$ cat src/rtl/spi_slave_ctrl_if.sv
// spi_slave_ctrl_if: oversampled mode-0 SPI slave committing 32-bit frames to ctrl_reg0 while returning a status word
`timescale 1ns/1ps
module spi_slave_ctrl_if #(
  parameter int FRAME_BITS = 32,
  parameter logic [FRAME_BITS-1:0] CTRL_RESET = '0,
  parameter bit ZERO_FRAME_IS_READ = 1'b1
) (
  input  logic                  clk,
  input  logic                  rst,
  input  logic                  spi_sclk,
  input  logic                  spi_ssb,
  input  logic                  spi_mosi,
  output logic                  spi_miso,
  output logic                  spi_miso_oe,
  input  logic [FRAME_BITS-1:0] status_in,
  output logic [FRAME_BITS-1:0] ctrl_reg0,
  output logic                  ctrl_wr_stb,
  output logic                  frame_err,
  output logic                  busy
);
  typedef enum logic [1:0] {IDLE, SHIFT, DONE} state_t;
  localparam logic [5:0] FULL = 6'(FRAME_BITS);
  state_t state;
  logic sclk_s1, sclk_s2, sclk_s3, ssb_s1, ssb_s2, ssb_s3, mosi_s1, mosi_s2;
  logic primed, armed, ovf;
  logic [5:0] bit_cnt;
  logic [FRAME_BITS-1:0] rx_shift, tx_shift;
  logic sclk_rise, sclk_fall, ssb_rise, ssb_fall;
  assign sclk_rise = sclk_s2 & ~sclk_s3;
  assign sclk_fall = ~sclk_s2 & sclk_s3;
  assign ssb_rise = ssb_s2 & ~ssb_s3;
  assign ssb_fall = ~ssb_s2 & ssb_s3;
  always_ff @(posedge clk) begin
    if (rst) begin
      {sclk_s1, sclk_s2, sclk_s3} <= 3'b000;
      {ssb_s1, ssb_s2, ssb_s3} <= 3'b111;
      {mosi_s1, mosi_s2} <= 2'b00;
      primed <= 1'b0;
      armed <= 1'b0;
      ovf <= 1'b0;
      bit_cnt <= '0;
      rx_shift <= '0;
      tx_shift <= '0;
      state <= IDLE;
      ctrl_reg0 <= CTRL_RESET;
      {spi_miso, spi_miso_oe, ctrl_wr_stb, frame_err, busy} <= 5'b0;
    end else begin
      {sclk_s1, sclk_s2, sclk_s3} <= {spi_sclk, sclk_s1, sclk_s2};
      {ssb_s1, ssb_s2, ssb_s3} <= {spi_ssb, ssb_s1, ssb_s2};
      {mosi_s1, mosi_s2} <= {spi_mosi, mosi_s1};
      primed <= 1'b1;
      // a frame already underway when reset released must not be picked up: require ssb seen high first
      armed <= armed | (primed & ssb_s1);
      ctrl_wr_stb <= 1'b0;
      frame_err <= 1'b0;
      case (state)
        IDLE: if (ssb_fall && armed) begin
          tx_shift <= status_in;
          bit_cnt <= '0;
          ovf <= 1'b0;
          busy <= 1'b1;
          spi_miso_oe <= 1'b1;
          spi_miso <= status_in[FRAME_BITS-1];
          state <= SHIFT;
        end
        SHIFT: if (ssb_rise) state <= DONE;
          else if (sclk_rise) begin
            if (bit_cnt == FULL) ovf <= 1'b1;
            else begin
              rx_shift <= {rx_shift[FRAME_BITS-2:0], mosi_s2};
              bit_cnt <= bit_cnt + 6'd1;
            end
          end else if (sclk_fall) begin
            tx_shift <= {tx_shift[FRAME_BITS-2:0], 1'b0};
            spi_miso <= tx_shift[FRAME_BITS-2];
          end
        DONE: begin
          state <= IDLE;
          busy <= 1'b0;
          spi_miso_oe <= 1'b0;
          spi_miso <= 1'b0;
          if (bit_cnt == FULL && !ovf) begin
            if (!(ZERO_FRAME_IS_READ && rx_shift == '0)) begin
              ctrl_reg0 <= rx_shift;
              ctrl_wr_stb <= 1'b1;
            end
          end else frame_err <= 1'b1;
        end
        default: state <= IDLE;
      endcase
    end
  end
endmodule

$ cat config.mk
export PLATFORM = sky130hd
export DESIGN_NAME = spi_slave_ctrl_if
export DESIGN_NICKNAME = d
export VERILOG_FILES = /design/src/rtl/spi_slave_ctrl_if.sv
export SDC_FILE = /design/constraint.sdc
export NUM_CORES = 1
export LEC_CHECK = 0
export BUFFER_PORTS_ARGS = -buffer_cell sky130_fd_sc_hd__buf_2
export CORE_MARGIN = 1.5
export CORE_UTILIZATION = 30
export DETAILED_ROUTE_END_ITERATION = 6
export RECOVER_POWER = 50
export SKIP_LAST_GASP = 1
export SYNTH_ARGS = -nofsm -noshare
export SYNTH_HDL_FRONTEND = slang
export SYNTH_SLANG_ARGS = --single-unit
export TNS_END_PERCENT = 30
$ cat constraint.sdc
create_clock -name clk -period 2.3 [get_ports clk]
set_clock_uncertainty 0.15 [all_clocks]
set_input_delay 0.345 -clock clk [delete_from_list [all_inputs] [get_ports clk]]
set_output_delay 0.345 -clock clk [all_outputs]
set_load 0.005 [all_outputs]
==> flow_summary_export.csv <==
group,metric,value,unit
status,status,"complete, no violations",
run,cap_viol_max_count,0,
global_route,grt_max_degree,67,
yosys,ys.flop_type,"dfxtp_1",
pwr,peakVddDrop,0.5830,mV
setup_path,slowest_stage,"dfxtp_1",
global_route,first_global_vias,3461,
timing,fin_setup_tns,0,ps
setup_path,worst_setup_path_start_kind,"flop",
clock_tree,path_clk_slew,50,ps
floorplanning,die_height,127.9,um
place,dp_hpwl,6495,um
finish,nFillCells,1519,
yosys,synth_nets,546,
place,gp_routability_congestion,0.7341,
yosys,synth_area_per_cell,9.298,um^2
yosys,yosysUniqueCellTypes,39,
timing,period_share,0.8917,
yosys,ys_warn_count,0,
setup_path,critPathArrivalTime,2210,ps
global_route,grt_use_total,0.1243,
place,portBuffers,73,
floorplanning,io_pins,74,
yosys,synth-async-reset-ratio,0,
timing,worst_pin_slew,818.7,ps
drt,avgRoutedWirePerCell,12.43,um
yosys,synth_seq_cells,118,
clock_tree,cts-htree-levels,4,
clock_tree,clk-insertion-delay-late,410,ps
global_route,grt_pass1_wl,16320,um
pwr,leakage,2.352,nW
timing,finalSetupViolCount,0,
min_path,hp-class,"in -> reg",
drt,vias,3665,
timing,relSlewSlack,0.4542,
timing,finalHoldViolations,0,
global_route,gr-total-overflow,0,
yosys,syn_area,4677,um^2
timing,finalMaxSlewViolations,0,
drt,firstDrtPassIters,4,
floorplanning,die_x,127.9,um
setup_path,cp_data_required_time,2450,ps
clock_tree,cts_tree,"done",
clock_tree,cts_root_buffer,"clkbuf_16",
drt,drt_iter0_drc,185,
setup_path,crit_path_end_kind,"flop",
timing,min_period,2051,ps
clock_tree,clkSinkCount,118,
finish,drive_above_1_share,0.1724,
setup_path,crit_chain,"inv_1 > ha_1 > and2_1 > a21oi_4 > buf_12 > nor2_1 > a211oi_1",
timing,rsz0062_at_grt,"no",
timing,fmax,0.4876,GHz
yosys,synth_edf_count,0,
drt,wirelength,9622,um
setup_path,cp_max_fo,62,
global_route,antenna_found_initial,0,
yosys,synth_cells,503,
floorplanning,die_area,16350,um^2
setup_path,worstSetupPathType,"reg -> reg",
pwr,powerDensity,963.8,nW/um^2
drt,drcViolationCount,0,
drt,via_per_inst,4.735,
clock_tree,post-cts-setup-buffer-count,0,
setup_path,slowest_delay,400,ps
floorplanning,num_rows,45,
finish,synthToLayoutAreaGrowth,24.29,%
finish,fin_nets,617,
finish,antenna_cells,0,
floorplanning,floorplan.initialDensity,0.3077,
timing,whs,54.97,ps
floorplanning,core_area,15200,um^2
clock_tree,cts-buffers-inserted,17,
yosys,ys_seq_area_frac,0.5051,
clock_tree,cts.path.max_buffers,2,
drt,antenna_left,0,
-- critical path, delay by kind of cell, from the launching register on --
family	cells	cell delay, ps
adders and majority gates	1	250
and+or+nand+nor	2	340
DFF	1	400
AOI/OAI and AO/OA	2	430
buffers and inverters	2	360
-- power breakdown --
part | switching, W | leakage, nW | internal [W]
combinational | 0.000399 | 1.11 | 0.000307
clock | 0.000922 | 0.283 | 0.00170
sequential | 0.0000809 | 0.956 | 0.00220
total | 0.00140 | 2.35 | 0.00420
-- synth_stat cells (all sizes together), types with 3 or more instances --
cell type,instances,share of area
dfxtp,118,0.51
nor2,78,0.063
nand2,68,0.055
mux2i,63,0.13
a21oi,38,0.043
a211oi,31,0.050
clkbuf,17,0.014
buf,16,0.022
nand3,9,0.0096
nor4,9,0.015
nor2b,8,0.011
inv,7,0.0056
ha,6,0.016
nand2b,6,0.0080
nand3b,3,0.0048
or2,3,0.0040
-- area by class of cell --
cell class,instances,area [um^2],share of cell area
Clock buffer,19,432.9,0.07447
Sequential cell,118,2362,0.4064
Inverter,7,26.28,0.004520
Tap cell,188,235.2,0.04046
Multi-Input combinational cell,345,2136,0.3674
Timing Repair Buffer,85,465.4,0.08007
Clock inverter,12,155.1,0.02669
-- registers in the layout (all words and copies together), names as in the netlist, 2 cells and up --
register and flops:
ctrl_reg0 32, rx_shift 32, bit_cnt 6, state 2, tx_shift 31
-- routing by layer --
| metal | up-vias | GRT usage | wire length (um) |
|---|---|---|---|
| met4 | 0 | 0.04362 | 90 |
| met2 | 89 | 0.1901 | 4278 |
| met5 | - | 0 | 0 |
| li1 | 1886 | - | - |
| met1 | 1681 | 0.1563 | 4628 |
| met3 | 9 | 0.05342 | 625 |
-- cells in the final DEF, fill, tap and decap left out, drive strengths merged, types with 8 or more instances in the layout --
cell type,count
a211oi,31
a21oi,38
buf,61
clkbuf,39
dfxtp,118
inv,8
mux2i,63
nand2,68
nand3,9
nor2,78
nor2b,8
nor4,9
-- worst paths after layout --
| kind | slack, ps | cells after the start | endpoint | startpoint |
|---|---|---|---|---|
| max | 250 | 7 | tx_shift[10]$_SDFFE_PP0P_ | state[0]$_SDFFE_PP0P_ |
| min | 50 | 3 | tx_shift[0]$_SDFFE_PP0P_ | status_in[0] |
| max reg2reg | 250 | 7 | tx_shift[10]$_SDFFE_PP0P_ | state[0]$_SDFFE_PP0P_ |
| min reg2reg | 290 | 1 | sclk_s2$_SDFF_PP0_ | sclk_s1$_SDFF_PP0_ |
-- cells by family (layout without fill, tap and decap cells) --
| group | Yosys count | in the layout | share of synthesized area |
|---|---|---|---|
| flip-flops | 118 | 118 | 0.5051 |
| multiplexers | 63 | 63 | 0.1348 |
| adder cells (fa/ha/maj) | 6 | 6 | 0.01605 |
| AND/OR/NAND/NOR | 194 | 194 | 0.1841 |
| AO/OA/AOI/OAI | 80 | 80 | 0.1148 |
| XOR/XNOR | 2 | 2 | 0.003746 |
| buffers and inverters | 40 | 123 | 0.04146 |
-- metrics by stage --
stage	utilization	area [um^2]	worst slack, ps	power, W	std cells
after detailed placement	0.3430	5215	183.2	0.003025	739
after global routing	0.3824	5813	53.30	0.005849	774
final	0.3824	5813	249.2	0.005603	774
after CTS	0.3844	5843	144.1	0.005659	774
after floorplan	-	4677	529.0	0.002870	503
after global placement	0.3430	5215	271.9	0.002998	739
-- repair_timing --
| action | 4_1_cts | 5_1_grt |
|---|---|---|
| gates resized for setup | 0 | 1 |
| hold endpoints to repair | 4 | 0 |
| hold buffers | 4 | 0 |
| endpoints found under the setup margin | 0 | 6 |
Note: power is estimated with default switching activity, not from simulation.
